`config.mk`:
```
export PLATFORM = sky130hd
export DESIGN_NAME = fp_wb_arbiter
export DESIGN_NICKNAME = d
export VERILOG_FILES = /design/src/rtl/fp_pkg.sv /design/src/rtl/fp_wb_fifo.sv /design/src/rtl/fp_wb_arbiter.sv
export SDC_FILE = /design/constraint.sdc
export NUM_CORES = 1
export LEC_CHECK = 0
export BUFFER_PORTS_ARGS = -buffer_cell sky130_fd_sc_hd__buf_2
export CORE_MARGIN = 4
export CORE_UTILIZATION = 28
export DETAILED_ROUTE_END_ITERATION = 10
export SETUP_SLACK_MARGIN = 0.1
export SLEW_MARGIN = 15
export SYNTH_ARGS = -nofsm -noshare
export SYNTH_HDL_FRONTEND = slang
export SYNTH_SLANG_ARGS = --single-unit
export TNS_END_PERCENT = 1
```
`constraint.sdc`:
```
create_clock -name clock -period 3.5 [get_ports clock]
set_input_delay 0.35 -clock clock [delete_from_list [all_inputs] [get_ports clock]]
set_output_delay 0.35 -clock clock [all_outputs]
set_load 0.02 [all_outputs]
```
`src/rtl/fp_pkg.sv`:
```
// Shared FP writeback definitions: field widths, fflags bit positions,
// the queued slow-result entry layout and the writeback source select.
package fp_pkg;

    localparam int unsigned FFLAGS_W  = 5;
    localparam int unsigned NV        = 4;
    localparam int unsigned DZ        = 3;
    localparam int unsigned OF        = 2;
    localparam int unsigned UF        = 1;
    localparam int unsigned NX        = 0;
    localparam int unsigned FP_REG_AW = 5;
    localparam int unsigned XLEN      = 32;

    typedef struct packed {
        logic                 kill;
        logic [FP_REG_AW-1:0] rd;
        logic [XLEN-1:0]      data;
        logic [FFLAGS_W-1:0]  flags;
    } wb_entry_t;

    typedef enum logic [1:0] {
        SEL_NONE,
        SEL_FAST,
        SEL_FIFO,
        SEL_BYPASS
    } wb_sel_e;

endpackage

```
`src/rtl/fp_wb_fifo.sv`:
```
// Slow-result queue for the FP writeback arbiter. Each entry carries a kill
// bit that can be set in place when a younger fast write targets the same rd.
module fp_wb_fifo
    import fp_pkg::*;
#(
    parameter int unsigned DEPTH = 2
) (
    input  logic                 clock,
    input  logic                 reset,
    input  logic                 push,
    input  wb_entry_t            push_entry,
    input  logic                 pop,
    input  logic [DEPTH-1:0]     kill_set,
    input  logic [FP_REG_AW-1:0] match_rd,
    output wb_entry_t            head,
    output logic                 full,
    output logic                 empty,
    output logic [DEPTH-1:0]     rd_match
);

    localparam int unsigned AW = $clog2(DEPTH);

    logic [AW:0] wr_ptr;
    logic [AW:0] rd_ptr;
    wb_entry_t   mem [DEPTH];

    // Extra pointer MSB distinguishes full from empty when the indices match.
    assign empty = (wr_ptr == rd_ptr);
    assign full  = (wr_ptr[AW] != rd_ptr[AW]) && (wr_ptr[AW-1:0] == rd_ptr[AW-1:0]);
    assign head  = mem[rd_ptr[AW-1:0]];

    always_comb begin
        rd_match = '0;
        for (int unsigned i = 0; i < DEPTH; i++) begin
            rd_match[i] = (mem[i].rd == match_rd);
        end
    end

    always_ff @(posedge clock) begin
        if (!reset) begin
            wr_ptr <= '0;
            rd_ptr <= '0;
            for (int unsigned i = 0; i < DEPTH; i++) begin
                mem[i].kill <= 1'b0;
            end
        end else begin
            for (int unsigned i = 0; i < DEPTH; i++) begin
                if (kill_set[i]) begin
                    mem[i].kill <= 1'b1;
                end
            end
            // A push overrides any kill marking on the (unoccupied) slot it fills.
            if (push && !full) begin
                mem[wr_ptr[AW-1:0]] <= push_entry;
                wr_ptr              <= wr_ptr + (AW+1)'(1);
            end
            if (pop && !empty) begin
                rd_ptr <= rd_ptr + (AW+1)'(1);
            end
        end
    end

endmodule

```
`src/rtl/fp_wb_arbiter.sv`:
```
// FP register-file writeback arbiter: merges the fast pipe and the queued
// div/sqrt results, resolves WAW kills, requests bubbles, and accumulates fflags.
module fp_wb_arbiter
    import fp_pkg::*;
#(
    parameter int unsigned DEPTH        = 2,
    parameter int unsigned STARVE_LIMIT = 4
) (
    input  logic                 clock,
    input  logic                 reset,
    input  logic                 fast_valid,
    input  logic [FP_REG_AW-1:0] fast_rd,
    input  logic [XLEN-1:0]      fast_data,
    input  logic [FFLAGS_W-1:0]  fast_flags,
    input  logic                 slow_valid,
    output logic                 slow_ready,
    input  logic [FP_REG_AW-1:0] slow_rd,
    input  logic [XLEN-1:0]      slow_data,
    input  logic [FFLAGS_W-1:0]  slow_flags,
    output logic                 stall_req,
    output logic                 fp_reg_write,
    output logic [FP_REG_AW-1:0] wb_rd,
    output logic [XLEN-1:0]      wb_data,
    output logic [FFLAGS_W-1:0]  fflags_acc,
    input  logic                 fflags_clr
);

    localparam int unsigned CW = $clog2(STARVE_LIMIT + 1);

    logic                 full;
    logic                 empty;
    logic                 xfer;
    logic                 push;
    logic                 pop;
    logic [DEPTH-1:0]     rd_match;
    logic [DEPTH-1:0]     kill_set;
    wb_entry_t            head;
    wb_entry_t            push_entry;
    wb_sel_e              sel;
    logic                 ret_write;
    logic [FP_REG_AW-1:0] ret_rd;
    logic [XLEN-1:0]      ret_data;
    logic [FFLAGS_W-1:0]  ret_flags;
    logic [CW-1:0]        starve_cnt;
    logic                 starving;

    assign slow_ready = reset && !full;
    assign xfer       = slow_valid && slow_ready;

    always_comb begin
        sel = SEL_NONE;
        if (fast_valid) begin
            sel = SEL_FAST;
        end else if (!empty) begin
            sel = SEL_FIFO;
        end else if (xfer) begin
            sel = SEL_BYPASS;
        end
    end

    always_comb begin
        ret_write = 1'b0;
        ret_rd    = fast_rd;
        ret_data  = fast_data;
        ret_flags = fast_flags;
        case (sel)
            SEL_FAST: begin
                ret_write = 1'b1;
            end
            SEL_FIFO: begin
                ret_write = !head.kill;
                ret_rd    = head.rd;
                ret_data  = head.data;
                ret_flags = head.flags;
            end
            SEL_BYPASS: begin
                ret_write = 1'b1;
                ret_rd    = slow_rd;
                ret_data  = slow_data;
                ret_flags = slow_flags;
            end
            default: ;
        endcase
    end

    assign pop      = (sel == SEL_FIFO);
    assign push     = xfer && (sel != SEL_BYPASS);
    assign kill_set = fast_valid ? rd_match : '0;
    assign starving = fast_valid && !empty;

    // A slow result arriving alongside a fast write to the same rd is older, so it is killed on entry.
    assign push_entry = '{
        kill:  fast_valid && (slow_rd == fast_rd),
        rd:    slow_rd,
        data:  slow_data,
        flags: slow_flags
    };

    fp_wb_fifo #(
        .DEPTH(DEPTH)
    ) u_fifo (
        .clock      (clock),
        .reset      (reset),
        .push       (push),
        .push_entry (push_entry),
        .pop        (pop),
        .kill_set   (kill_set),
        .match_rd   (fast_rd),
        .head       (head),
        .full       (full),
        .empty      (empty),
        .rd_match   (rd_match)
    );

    always_ff @(posedge clock) begin
        if (!reset) begin
            fp_reg_write <= 1'b0;
            wb_rd        <= '0;
            wb_data      <= '0;
            fflags_acc   <= '0;
            stall_req    <= 1'b0;
            starve_cnt   <= '0;
        end else begin
            fp_reg_write <= ret_write;
            if (sel != SEL_NONE) begin
                wb_rd   <= ret_rd;
                wb_data <= ret_data;
            end
            if (fflags_clr) begin
                fflags_acc <= (sel != SEL_NONE) ? ret_flags : '0;
            end else if (sel != SEL_NONE) begin
                fflags_acc <= fflags_acc | ret_flags;
            end
            // Any cycle without a starving head (pop or empty) drops the request immediately.
            stall_req <= starving && (starve_cnt >= CW'(STARVE_LIMIT - 1));
            if (starving) begin
                if (starve_cnt < CW'(STARVE_LIMIT)) begin
                    starve_cnt <= starve_cnt + CW'(1);
                end
            end else begin
                starve_cnt <= '0;
            end
        end
    end

endmodule

```
# ---- Word-level counts from Yosys, hierarchy flattened
# Memory sizes are Yosys's and may differ from the RTL's. A register that Yosys moved wholly into a read port is not among the register bits.
# Index checks and enable logic that the tools add are counted.
dict set report op_classes {
  add_sub_neg 3
  n_bitwise 3
  n_reduce_logical 16
  magnitude_cmp 2
  muxes 25
  eq_ne 10
}
# operator count
set op_table {}
lappend op_table {{32-bit one-hot mux with 2 select lines} 1}
lappend op_table {{5-bit one-hot mux with 2 select lines} 2}
lappend op_table {{5-bit == test} 3}
lappend op_table {{5-bit two-way mux} 3}
lappend op_table {{1-bit two-way mux} 14}
lappend op_table {{1-bit logical AND} 9}
lappend op_table {{2-bit two-way mux} 4}
lappend op_table {{5-bit bitwise OR} 1}
lappend op_table {{2-bit by 1-bit adder with 2-bit output (second input constant)} 2}
lappend op_table {{2-bit == test (second input constant)} 2}
lappend op_table {{2-bit nonzero test} 2}
lappend op_table {{3-bit by 1-bit adder with 3-bit output (second input constant)} 1}
lappend op_table {{3-bit by 2-bit greater-or-equal comparator with 1-bit output (second input constant)} 1}
lappend op_table {{1-bit zero test} 3}
lappend op_table {{3-bit less-than comparator (second input constant)} 1}
lappend op_table {{2-bit by 1-bit == test with 1-bit output (second input constant)} 1}
lappend op_table {{2-bit == test} 1}
lappend op_table {{2-bit inequality test (second input constant)} 1}
lappend op_table {{1-bit bitwise OR} 2}
lappend op_table {{1-bit one-hot mux with 2 select lines} 1}
lappend op_table {{2-bit AND reduction} 1}
lappend op_table {{2-bit OR reduction} 1}
lappend op_table {{1-bit == test} 1}
lappend op_table {{1-bit inequality test} 1}
dict set report totals {
  reg_bits 51
  in_bits 89
  mem_bits_rw 86
  word_cells 68
  memories 1
  out_inout_bits 45
}
# memory depth width rd rd_clocked_by_memory_dff wr line_no
set memory_table {}
lappend memory_table {u_fifo.mem 2 43 3 1 3 fp_wb_fifo.sv:25} ;# wb_entry_t mem [DEPTH];

# ---- Depth between registers and ports, before layout
# Gate-level depths: netlist of run 1.
dict set report depth {
  word_depth 14
  mapped_depth 7
  ltp_nobuf 5
}

# ---- Hierarchy
# Synthesis of run 1 repeated with hierarchy kept, for this count alone.
dict set report unflattened {
  hier_cells 511
  hier_area_um2 6227.2
}
# mod area_per_inst_um2 cells_per_inst seq_area_each_um2 n_inst
set by_module_without_submodules {}
lappend by_module_without_submodules {fp_wb_fifo 3528.4 189 2682.6 1}
lappend by_module_without_submodules {fp_wb_arbiter 2698.8 322 940.9 1}

# ---- Least setup slack after synthesis of run 1
# OpenSTA, ideal clock, no wires.
dict set report synth_path {
  path_kind {register -> register}
  start {register u_fifo.wr_ptr[1]}
  end {memory u_fifo.mem[1][42] in the netlist's numbering, enable pin}
  required_ns 3.202
  path_stages_with_launch 7
  setup_time_ns 0.298
  slack_ns 0.645
  period_less_slack_ns 2.855
  arrival_ns 2.557
  path_buffers 1
  path_cell_list {dfxtp_1 -> xnor2_1 -> nand2_1 -> a21oi_2 -> clkbuf_1 -> a31oi_1 -> nand2_1}
}
# item line_no
set synth_rtl {}
lappend synth_rtl {{from (decl)} fp_wb_fifo.sv:23} ;# logic [AW:0] wr_ptr;
lappend synth_rtl {{from (signal assigned)} fp_wb_fifo.sv:55} ;# wr_ptr <= wr_ptr + (AW+1)'(1);
lappend synth_rtl {{to (decl)} fp_wb_fifo.sv:25}

==> results by stage, run 1 <==
Outcome:
- The flow ran to the end, and the final reports show no timing, DRC or antenna violations.

Clock network:
- The maximum root-to-sink buffer count is 2.
- The TritonCTS clock tree is done.
- The tree is rooted in a clkbuf_16.
- The post-cts resize count is 0.
- The clock net sink count is 138.
- Clock-pin slew was measured on the worst setup and hold paths at 60 ps.
- The cts-stage hold buffer count is 0.
- The H-tree was split into 4 levels.
- The number of clock buffers inserted by TritonCTS is 17.
- The post-CTS setup buffer count is 0.
- The insertion delay to the later sink of the worst-skew pair is 410 ps.

Critical path:
- The largest fanout on the critical path is 36.
- For the worst setup path, the data arrival time is 2660 ps.
- The worst setup path is launched from a register.
- The critical path data required time is 3660 ps.
- The cell with the largest stage delay on the worst path is dfxtp_1.
- The worst setup path is of the reg -> reg kind.
- The worst setup path is captured at a register.
- The delay of the slowest critical-path stage is 470 ps.
- Traced cell by cell, the critical path runs through xor2_1 > nor3_1 > or3_4 > clkinv_2 > buf_4 > and2_1.

Hold path:
- In this run the worst hold path is classified as in -> reg.

Synthesis:
- The area share of the largest cell type after synthesis is 41.7%.
- The cell type with the largest total area after synthesis is edfxtp_1.
- The commonest cells after synthesis are 89 x and2_1, 86 x edfxtp_1, 52 x dfxtp_1, 44 x mux2i_1, 40 x a21oi_1.
- The most frequently used cell type in the post-synthesis netlist is and2_1.
- Yosys mapped a number of flops with a built-in enable equal to 86.
- The synthesized netlist devotes 3.25% of its cell area to XOR and XNOR gates.
- The most used flip-flop cell after synthesis is edfxtp_1.
- The average instance in the mapped netlist occupies 12.2 µm².
- Summing the areas of all compound-gate instances in the mapped netlist gives 15.7% of the synthesized area.
- The adder-cell area share of the yosys netlist is 0.404%.
- The synthesized netlist occupies a cell area of 0.00619 mm².
- By area the synthesized netlist is led by edfxtp_1 42%, dfxtp_1 17%, and2_1 9.0%.
- The synthesized design contains 138 register bits.
- The synthesis warning total is 0.
- The share of flip-flops with an asynchronous set or reset after synthesis is 0%.
- The multiplexer share of the synthesized area is 7.11%.
- Synthesis handed over a netlist of 508 instances.
- The register area share after synthesis is 58.5%.
- After synthesis, the largest family of logic cells by area is compound AO/OA/AOI/OAI gates.
- Summing the areas of all and, or, nand and nor instances in the mapped netlist gives 11.9% of the synthesized area.
- In this run, distinct cell masters in the synthesized netlist total 35.
- The net count after synthesis is 599.

Detailed routing:
- For this run, the detailed router's first-pass iteration total came to 4.
- For this block, the via count after detailed routing is 4315.
- The routed design has 14800 µm of wire.
- Dividing the detail-routed wire length by the instance count gives 15.9 µm.
- The post-detailed-route DRC marker count is 0.
- In this run the remaining antenna-violating nets after routing total 0.
- After the first detailed-routing iteration, the DRC count stood at 216.
- The number of vias per cell is 4.65.

Floorplan:
- The initial cell density of the core is 28.5%.
- The placeable core region is 0.0218 mm².
- In this run the count of I/O pins placed on the die edge is 134.
- The total die area is 0.0246 mm².
- From bottom edge to top edge, the die measures 157 µm.
- The number of cell rows is 54.
- The die is 157 µm wide.

Pwr:
- The areal power density over the cells is 577 mW/mm².
- The leakage power of the design is 3.03 nW.
- The worst-case vdd ir drop is 0.000241 V.
- Summing internal, switching and leakage power gives 4.47 mW.

GRT:
- Entering global routing, the biggest net connects 54 pins.
- The via count of the first global-routing pass is 4319.
- The first global-routing pass estimated 23300 µm of wire.
- The initial antenna violation count is 1.
- The global-route total usage across every layer is 12.3%.
- The total overflow left after global routing is 0.

Place:
- Once placement finished, the instance area stood at 0.00713 mm².
- The placer's final routability congestion estimate is 0.773.
- In this run the tool buffered the top-level ports with 133 buffer cells.
- The HPWL after detailed placement is 9740 µm.

Finish:
- Measured on the finished design, the core utilization comes to 35.6%.
- The number of antenna diodes is 0.
- The ratio of cells with drive above 1 in the final layout is 33.4%.
- The area overhead of the layout relative to synthesis is 24.9%.
- The post-route cell area is 0.00774 mm².
- Counting the fill cells in the layout gives 2194.
- The number of nets in the layout is 725.

Timing:
- At the pin with the least slew margin, the transition time is 996 ps.
- The setup violation total in the final timing report is 0.
- On the final layout, the worst clock skew is 7.25 ps.
- The final critical-path share of the clock period is 71.4%.
- The final number of hold-violating endpoints is 0.
- The relative slew slack is 33.6%.
- The final setup TNS is 0 ps.
- Setup repair after global routing left no endpoint under its margin.
- The highest attainable clock frequency is 400 MHz.
- The final-report max-slew violation count is 0.
- The final critical path time including I/O delays and setup is 2500 ps.

Run:
- The max-cap check violation count is 0.
[metal layers]
metal  vias to the layer above  global-route usage, %  routed length [µm]
met5                         -                      0                  13
met4                         2                   4.05                 190
met3                        15                   3.60                1030
met2                       131                   19.5                6720
met1                      2032                   16.3                6820
li1                       2135                      -                   -
[critical path, delay by kind of cell, from the launching register on]
family	cells	cell delay [ps]
xor+xnor	1	160
simple gates	3	890
flops	1	470
buf+inv	2	700
[sequential cells by signal, summed over array words and instances (netlist names), named ones only]
| signal | count |
|---|---|
| stall_req | 1 |
| u_fifo.wr_ptr | 2 |
| fp_reg_write | 1 |
| wb_data | 32 |
| fflags_acc | 5 |
| starve_cnt | 3 |
| u_fifo.rd_ptr | 2 |
| wb_rd | 5 |
| u_fifo.mem | 86 |
[where the power goes]
part / total [mW] / internal (mW) / switching (mW)
Clock: 1.87 / 1.18 / 0.688
Sequential: 1.91 / 1.84 / 0.0637
Combinational: 0.689 / 0.277 / 0.412
[logic make-up after synthesis]
logic type               count (synthesis)
buffers and inverters                   40
multiplexers                            44
adder cells (fa/ha/maj)                  2
XOR/XNOR                                23
flip-flops                             138
AO/OA/AOI/OAI                          135
AND/OR/NAND/NOR                        126
[placed cells by master (no fill, tap or decap), drive strengths merged, types with 2 or more instances in the layout]
| cell | synthesis | routed |
|---|---|---|
| dfxtp | 52 | 52 |
| o21ai | 38 | 38 |
| ha | 2 | 2 |
| a31oi | 2 | 2 |
| clkbuf | 19 | 18 |
| nand2 | 6 | 6 |
| nand4 | 2 | 2 |
| a211oi | 2 | 2 |
| a2111oi | 5 | 5 |
| nor2b | 6 | 6 |
| nor2 | 16 | 16 |
| o221a | 37 | 37 |
| mux2i | 44 | 44 |
| and2 | 89 | 89 |
| clkinv | 1 | 9 |
| a21oi | 41 | 41 |
| a21boi | 2 | 2 |
| bufinv | 0 | 4 |
| xor2 | 11 | 11 |
| inv | 3 | 3 |
| buf | 17 | 143 |
| clkinvlp | 0 | 2 |
| o31ai | 5 | 5 |
| nor3 | 2 | 2 |
| xnor2 | 12 | 12 |
| edfxtp | 86 | 86 |
[cell type report]
| type | count | area (µm²) | area share, % |
|---|---|---|---|
| Sequential cell | 138 | 3620 | 46.9 |
| Multi-Input combinational cell | 330 | 2400 | 31.0 |
| Timing Repair Buffer | 143 | 741 | 9.57 |
| Clock buffer | 18 | 429 | 5.55 |
| Tap cell | 280 | 350 | 4.53 |
| Clock inverter | 14 | 179 | 2.31 |
| Inverter | 4 | 16.3 | 0.210 |
[worst paths after layout]
path / startpoint / end / slack (ps) / cells after the start
min: fast_flags[1] / fflags_acc[1] / 210 / 3
max: u_fifo.rd_ptr[0] / u_fifo.mem[0][3] / 1000 / 6
min reg2reg: wb_data[9] / wb_data[9] / 520 / 1
max reg2reg: u_fifo.rd_ptr[0] / u_fifo.mem[0][3] / 1000 / 6
[per-stage QoR]
step                std cells  setup WS [ps]  hold WS, ps
global placement          895           1010          505
global route              927            703          205
detailed placement        895            946          503
CTS                       927            932          180
floorplan                 508            645          489
finish                    927           1000          211
Power figures use the tool's default switching activity.
==> run 2, diff against run 1 <==
==> constraint.sdc (replaced) <==
create_clock -name clock -period 2.1 [get_ports clock]
set_input_delay 0.21 -clock clock [delete_from_list [all_inputs] [get_ports clock]]
set_output_delay 0.21 -clock clock [all_outputs]
set_load 0.02 [all_outputs]
==> run 2 against run 1 <==
Critical path depth shrank 1. Sequential power rose by 66%. Sequential share of layout area is 0.91 points lower. Clock-buffer cell count up 5. Total power increased by 66%. Worst setup slack worse by 780 ps. Routed wire length grew 0.32%. Worst hold slack got worse by 140 ps. Via count rose by 1.7%. Fmax grew 33%. Clock skew about the same. Critical path type unchanged. Critical endpoint is now u_fifo.mem[0][10].
==> results by stage, run 2 (same netlist as run 1, synthesis figures left out) <==
Outcome:
- The run finished with clean final reports.

Floorplan:
- The number of cell rows is 54 (unchanged).
- The initial cell density of the core is 28.5% (unchanged).
- The die width is 157 µm (unchanged).
- The total die area was 0.0246 mm² (unchanged).
- The placeable core region is 0.0218 mm² (unchanged).
- The height of the chip came to 157 µm (unchanged).
- The boundary pin count is 134 (unchanged).

Timing:
- The final-report max-slew violation count came to 0 (unchanged).
- The final setup skew came to 6.88 ps (-0.374 ps).
- Setup repair after global routing left no endpoint under its margin.
- The final worst hold slack is 66.3 ps (-145 ps).
- The post-route worst setup slack is 224 ps (-778 ps).
- The final critical-path share of the clock period is 89.4% (+18 points).
- The final setup TNS is 0 ps (unchanged).
- The highest attainable clock frequency was 533 MHz (+33%).
- The transition time at the pin with the least slew margin is 444 ps (-552 ps).
- The final critical path time including I/O delays and setup is 1880 ps (-622 ps).
- The relative slew slack is 70.3% (+37 points).
- The setup violation total in the final timing report is 0 (unchanged).
- The final number of hold-violating endpoints is 0 (unchanged).

Clock network:
- The TritonCTS clock tree is done.
- The insertion delay to the later sink of the worst-skew pair is 420 ps (about the same).
- The clock net sink count is 138 (unchanged).
- The maximum root-to-sink buffer count is 2 (unchanged).
- The cts-stage hold buffer count is 0 (unchanged).
- The post-CTS setup buffer count came to 0 (unchanged).
- The number of clock buffers inserted by TritonCTS is 17 (unchanged).
- The post-cts resize count is 0 (unchanged).
- The clock transition at the registers of the reported paths is 60 ps (about the same).
- The root buffer cell chosen for the clock tree is clkbuf_16.
- The CTS H-tree depth is 4 (unchanged).

Place:
- The placer's final routability congestion estimate was 0.798 (+3.3%).
- The placement-stage cell area came to 0.00729 mm² (+2.3%).
- The sum of net half-perimeters after detailed placement is 10200 µm (+5.1%).
- The port buffer count is 133 (unchanged).
- The pre-CTS worst setup slack is 186 ps (-760 ps).

GRT:
- The first-pass GRT wire length was 23000 µm (-0.95%).
- The initial antenna violation count was 3 (+2).
- The pin count of the biggest net entering global routing was 51 (-5.6%).
- The remaining global-route overflow is 0 (unchanged).
- The global-route total usage across every layer is 12.2% (-0.10 points).
- The via count of the first global-routing pass came to 4305 (-0.32%).

Critical path:
- In this run the critical register-to-register path is captured at u_fifo.mem[0][10].
- The worst setup path is launched from a register.
- The worst path arrival time is 1990 ps (-670 ps).
- The largest fanout on the critical path was 36 (unchanged).
- The kind of critical path is reg -> reg.
- The number of cells on the worst reg-to-reg path is 5 (-1).
- The critical path data required time is 2220 ps (-1440 ps).
- The slack of the worst reg-to-reg path is 220 ps (-780 ps).
- The critical path capture point type is a register.
- The startpoint identified for the worst register-to-register timing path is u_fifo.wr_ptr[0].

Detailed routing:
- The final wirelength came to 14800 µm (+0.32%).
- The number of vias per cell is 4.67 (+0.33%).
- The average detailed-routed wire length per instance is 15.8 µm (-1.1%).
- The violation count after the first detailed-route iteration is 164 (-24%).
- The number of vias in the routed layout is 4390 (+1.7%).
- The post-detailed-route DRC marker count is 0 (unchanged).
- The first-pass iteration count of the detailed router came to 4 (unchanged).
- The count of nets left with antenna violations after detail routing came to 0 (unchanged).

Run:
- The max-cap check violation count is 0 (unchanged).

Finish:
- In the final layout, the registers with the most flip-flops are u_fifo.mem (86), wb_data (32).
- Compared with the post-synthesis result, the final layout area differs by 27.4%.
- Counting flops per register, the top entry is u_fifo.mem.
- In the layout the commonest cells are 133 x buf_2, 89 x and2_1, 86 x edfxtp_1.
- The most common cell after layout, fill and taps aside is buf_2.
- The flip-flop count of the largest register after layout was 86 (unchanged).
- The post-route cell area is 0.00789 mm² (+2.0%).
- The ratio of cells with drive above 1 in the final layout is 34.4% (+1.1 points).
- The number of nets in the layout is 737 (+1.7%).

Pwr:
- The worst-case vdd ir drop is 0.000457 V (+90%).
- The leakage power of the design is 3.10 nW (+2.3%).
- The areal power density over the cells is 942 mW/mm² (+63%).

Hold path:
- The worst min-delay path startpoint is fast_flags[2].
- The worst hold path terminates at fflags_acc[2].
- The path class of the tightest hold or removal check is in -> reg.
- The cell depth of the worst min-delay path is 3 (unchanged).
==> run 2: cell types whose count changed in the layout (fill, tap and decap cells not counted), moves of 2 or more <==
cell	change
buf_12	+6
buf_4	+6
clkbuf_1	+3
clkbuf_8	+2
clkinv_1	-2
clkinv_4	-2
==> run 2: final cells by class <==
type | count | area (µm²)
multi-input combinational | 330 | 2400
clock inverter | 9 | 121
sequential | 138 | 3620
clock buffer | 23 | 468
timing repair buffer | 155 | 906
antenna | 1 | 2.50
fill | 2160 | 13900
tap | 280 | 350
inverter | 4 | 16.3
==> run 2: power by group <==
part	switching, mW	internal (mW)	leakage (nW)
sequential	0.0943	3.07	1.30
clock	1.12	1.92	0.288
combinational	0.714	0.517	1.51
total	1.92	5.51	3.10
==> run 2: worst max path at each step <==
stage	end	slack (ps)	from	cells past startpoint
6_report	u_fifo.mem[0][10]	220	u_fifo.wr_ptr[0]	5
5_1_grt	u_fifo.mem[0][12]	120	u_fifo.wr_ptr[0]	5
4_1_cts	u_fifo.mem[0][10]	170	u_fifo.wr_ptr[0]	5
3_5_place_dp	u_fifo.mem[0][10]	190	u_fifo.wr_ptr[0]	5
3_3_place_gp	u_fifo.mem[0][10]	240	u_fifo.wr_ptr[0]	5
2_1_floorplan	u_fifo.mem[1][42]	110	u_fifo.wr_ptr[1]	6
==> run 2: worst max-delay path, stage by stage, from the launching register on <==
cell	delay (ps)
dfxtp_1	440
xor2_2	220
o211ai_2	160
or3_4	420
clkinv_2	130
buf_12	200
==> run 2: per-layer routing <==
metal / share of wire (%) / vias to the layer above / GRT usage [%]
met4: 1.7 / 4 / 5.21
met1: 45 / 2079 / 15.4
met5: 0.10 / - / 0
li1: - / 2161 / -
met2: 46 / 123 / 19.3
met3: 6.7 / 23 / 3.98
==> run 2: stage by stage <==
step | cells | utilization (%) | power, mW
finish | 940 | 36.3 | 7.43
global route | 940 | 36.3 | 7.77
CTS | 939 | 36.2 | 7.52
detailed placement | 907 | 33.5 | 4.46
global placement | 907 | 33.5 | 4.45
floorplan | 508 | - | 3.98
==> run 3, diff against run 2 <==
--- a/config.mk
+++ b/config.mk
@@ -9,9 +9,10 @@
 export CORE_MARGIN = 4
 export CORE_UTILIZATION = 28
 export DETAILED_ROUTE_END_ITERATION = 10
-export SETUP_SLACK_MARGIN = 0.1
+export SETUP_SLACK_MARGIN = 0.2
 export SLEW_MARGIN = 15
 export SYNTH_ARGS = -nofsm -noshare
 export SYNTH_HDL_FRONTEND = slang
+export SYNTH_HIERARCHICAL = 1
 export SYNTH_SLANG_ARGS = --single-unit
 export TNS_END_PERCENT = 1
==> run 3 against run 2 <==
First-iteration DRC count grew 88%. Final cell count is 4.5% higher. Utilization grew 2.2 points. Combinational power up 20%. Cell area rose by 6.3%. Via count increased by 13%. Critical endpoint is now u_fifo/mem[1][40]. Clock skew decreased by 1.5 ps. Synthesized cell count up 0.59%. Largest cell class unchanged. Clock power fell by 6%. Fmax decreased by 1.6%.
==> results by stage, run 3 <==
Timing:
- The final setup TNS is 0 ps (unchanged).
- Setup repair after global routing could not meet its margin everywhere.
- The final critical path time including I/O delays and setup is 1910 ps (+29.7 ps).
- The relative slew slack is 62.7% (-7.6 points).
- The highest attainable clock frequency is 525 MHz (-1.6%).
- The final number of hold-violating endpoints is 0 (unchanged).
- The final-report max-slew violation count is 0 (unchanged).
- The setup violation total in the final timing report was 0 (unchanged).
- The final worst hold slack is 29.3 ps (-37.1 ps).
- The final setup skew is 5.34 ps (-1.53 ps).
- The final critical-path share of the clock period is 90.8% (+1.4 points).
- The transition time at the pin with the least slew margin came to 557 ps (+113 ps).

GRT:
- The global-route total usage across every layer is 14.7% (+2.4 points).
- The first-pass GRT wire length is 27700 µm (+20%).
- The remaining global-route overflow is 0 (unchanged).
- The via count of the first global-routing pass was 4980 (+16%).
- The initial antenna violation count is 0 (-3).
- The pin count of the biggest net entering global routing is 48 (-5.9%).

Finish:
- The post-route cell area is 0.00839 mm² (+6.3%).
- The core utilization of the finished layout was 38.4% (+2.2 points).
- The flip-flop count of the largest register after layout is 86 (unchanged).
- The most common cell after layout, fill and taps aside is buf_2.
- Relative to the synthesized area, the layout overhead comes to 34.7%.
- The number of antenna diodes is 0 (-1).
- In the final layout, the registers with the most flip-flops are u_fifo/mem (86), wb_data (32).
- The area occupied by multi-input gates was 0.00245 mm² (+2.0%).
- The ratio of cells with drive above 1 in the final layout came to 38.0% (+3.6 points).
- The number of nets in the layout is 780 (+5.8%).
- Leaving out fill and tap cells, the most frequent cells in the layout are 133 x buf_2, 86 x edfxtp_1, 47 x dfxtp_1.
- The flip-flop and latch area is 0.00363 mm² (+0.28%).
- The largest register by flop count is u_fifo/mem.
- The final-layout fill cell count is 2100 (-2.8%).

Detailed routing:
- The final wirelength was 18000 µm (+22%).
- The wire length on met3 was 1060 µm (+7.6%).
- Routed signal wires occupy layers up through met4.
- The first-pass iteration count of the detailed router came to 5 (+1).
- The wire length on met2 is 8530 µm (+25%).
- The post-detailed-route DRC marker count is 0 (unchanged).
- The routed metal-1 wirelength is 8140 µm (+21%).
- The number of vias per cell is 5.05 (+8.2%).
- The violation count after the first detailed-route iteration is 309 (+88%).
- The count of nets left with antenna violations after detail routing is 0 (unchanged).
- The number of vias in the routed layout is 4960 (+13%).
- The average detailed-routed wire length per instance is 18.3 µm (+16%).

Pwr:
- The worst-case vdd ir drop is 0.000533 V (+17%).
- The total power came to 7.46 mW (+0.31%).
- The switching power is 2.13 mW (+11%).
- The cell-internal power was 5.32 mW (-3.4%).
- The sequential fraction of design power is 42.0% (-0.6 points).
- The combinational fraction of design power was 19.7% (+3.1 points).
- The leakage power of the design is 3.08 nW (-0.63%).
- The areal power density over the cells is 889 mW/mm² (-5.6%).
- The part of the power in the clock network is 38.3% (-2.5 points).
- The switching part of the total power came to 28.6% (+2.7 points).

Place:
- The placement-stage cell area is 0.00748 mm² (+2.7%).
- The placer's final routability congestion estimate came to 0.772 (-3.3%).
- The sum of net half-perimeters after detailed placement is 12100 µm (+18%).
- The port buffer count is 133 (unchanged).

Synthesis:
- The register area share after synthesis came to 58.2% (-0.33 points).
- The most frequently used cell type in the post-synthesis netlist is edfxtp_1.
- The register bit count reported by yosys is 138 (unchanged).
- The area share of the largest cell type after synthesis came to 41.5% (-0.23 points).
- Yosys attributes the largest share of cell area to edfxtp_1 41%, dfxtp_1 17%, mux2_2 7.8%.
- The commonest cells after synthesis are 86 x edfxtp_1, 52 x dfxtp_1, 43 x mux2_2, 39 x nand3_1, 32 x a31oi_1.
- The share of flip-flops with an asynchronous set or reset after synthesis is 0% (unchanged).
- The cell type with the largest total area after synthesis is edfxtp_1.
- The count of flip-flops with a built-in enable after synthesis is 86 (unchanged).
- The average cell area after synthesis is 12.2 µm² (about the same).
- The count of different cell masters after synthesis is 45 (+29%).
- The net count after synthesis is 602 (+0.50%).
- For this run, the leading register cell type out of synthesis is edfxtp_1.
- The number of standard cells after synthesis is 511 (+0.59%).
- The synthesis warning total is 6 (+6).
- The synthesized area came to 0.00623 mm² (+0.57%).

Critical path:
- The largest fanout on the critical path is 5 (-86%).
- The delay of the slowest critical-path stage came to 350 ps (-90 ps).
- The critical path data required time was 2230 ps (about the same).
- On the critical path, the stage with the largest delay is an instance of dfxtp_2.
- The worst path arrival time came to 2040 ps (+50 ps).
- Traced cell by cell, the critical path runs through xor2_2 > nor2_2 > nand3b_1 > nor2_4 > nand2_1 > a21oi_2 > and2_4 > buf_4.
- The kind of critical path is reg -> reg.
- The worst setup path is captured at a register.
- The startpoint class of the critical path is a register.

Hold path:
- The classification of the worst-slack hold path is in -> reg.

Run:
- The max-cap check violation count is 0 (unchanged).

Floorplan:
- The height of the chip is 157 µm (+0.27%).
- The total die area is 0.0247 mm² (+0.54%).
- The initial cell density of the core is 28.5% (+0.072 points).
- The number of cell rows is 54 (unchanged).
- The placeable core region is 0.0218 mm² (+0.31%).
- The boundary pin count is 134 (unchanged).
- The die width was 157 µm (+0.27%).

Clock network:
- The clock transition at the registers of the reported paths is 60 ps (about the same).
- The number of clock buffers inserted by TritonCTS was 17 (unchanged).
- The clock net sink count was 138 (unchanged).
- The TritonCTS clock tree is done.
- The CTS root buffer is clkbuf_16.
- The maximum root-to-sink buffer count came to 2 (unchanged).
- The CTS H-tree depth is 4 (unchanged).
- The insertion delay to the later sink of the worst-skew pair is 420 ps (about the same).

Outcome:
- The run finished with clean final reports.
-- run 3: cell count changes in the layout (fill, tap and decap cells not counted), sizes merged, moves of 32 or more --
| cell | before | now |
|---|---|---|
| nand3 | 1 | 39 |
| and2 | 89 | 3 |
| o221a | 37 | 0 |
| dlygate4sd3 | 0 | 32 |
| mux2 | 0 | 43 |
| mux2i | 44 | 5 |
| o21ai | 38 | 4 |
-- run 3: timing repair --
action | in CTS | in global routing
resized for setup | 1 | 1
endpoints found under the hold margin | 63 | 0
buffers inserted | 2 | 0
endpoints found under the setup margin | 98 | 115
pin swaps | 1 | 1
hold buffers | 32 | 0
-- run 3: cell type report --
class                      count  area share (%)
clock buffer                  19            5.28
tap                          280            4.18
multi-input combinational    324            29.2
sequential                   138            43.3
inverter                       6           0.268
timing repair buffer         202            16.3
clock inverter                13            1.43
-- run 3: layer usage --
metal | vias to the layer above | track usage, %
met5 | - | 0
met4 | 0 | 4.38
met3 | 24 | 4.10
met2 | 167 | 23.9
met1 | 2426 | 19.1
li1 | 2343 | -
-- run 3: worst paths after layout --
path         depth (start not counted)  slack [ps]                end        startpoint
max                                  8         190  u_fifo/mem[1][40]  u_fifo/rd_ptr[0]
min                                  1          30  u_fifo/mem[0][12]      slow_data[7]
max reg2reg                          8         190  u_fifo/mem[1][40]  u_fifo/rd_ptr[0]
min reg2reg                          1         460        wb_data[22]       wb_data[22]
-- run 3: cells by family (layout without fill, tap and decap cells) --
kind of cell | after synthesis | after routing | share of synthesized area (%)
compound gates | 132 | 132 | 14.8
xor+xnor | 19 | 19 | 2.79
fa+ha+maj | 2 | 2 | 0.402
buf+inv | 49 | 240 | 3.68
flops | 138 | 138 | 58.2
mux | 48 | 48 | 8.58
simple gates | 123 | 123 | 11.6
-- run 3: worst max-delay path, delay by kind of cell (launching register included) --
family / cells / cell delay [ps]
AOI/OAI and AO/OA: 1 / 130
xor gates and xnor gates: 1 / 220
buffers and inverters: 1 / 170
DFF: 1 / 350
and+or+nand+nor: 5 / 740
-- run 3: per-stage QoR --
| step | std cells | worst slack (ps) |
|---|---|---|
| 4_1_cts | 982 | 174 |
| 3_3_place_gp | 916 | 76.9 |
| 3_5_place_dp | 916 | 59.9 |
| 6_report | 982 | 194 |
| 2_1_floorplan | 511 | -300 |
| 5_1_grt | 982 | 105 |
-- run 3: power groups by stage --
stage	clock (mW)	sequential (mW)	combinational (mW)
final	2.86	3.13	1.47
after global routing	3.08	3.15	1.59
after CTS	2.94	3.13	1.48
after detailed placement	0	3.18	1.42
after global placement	0	3.19	1.42
after floorplan	0	3.32	0.730
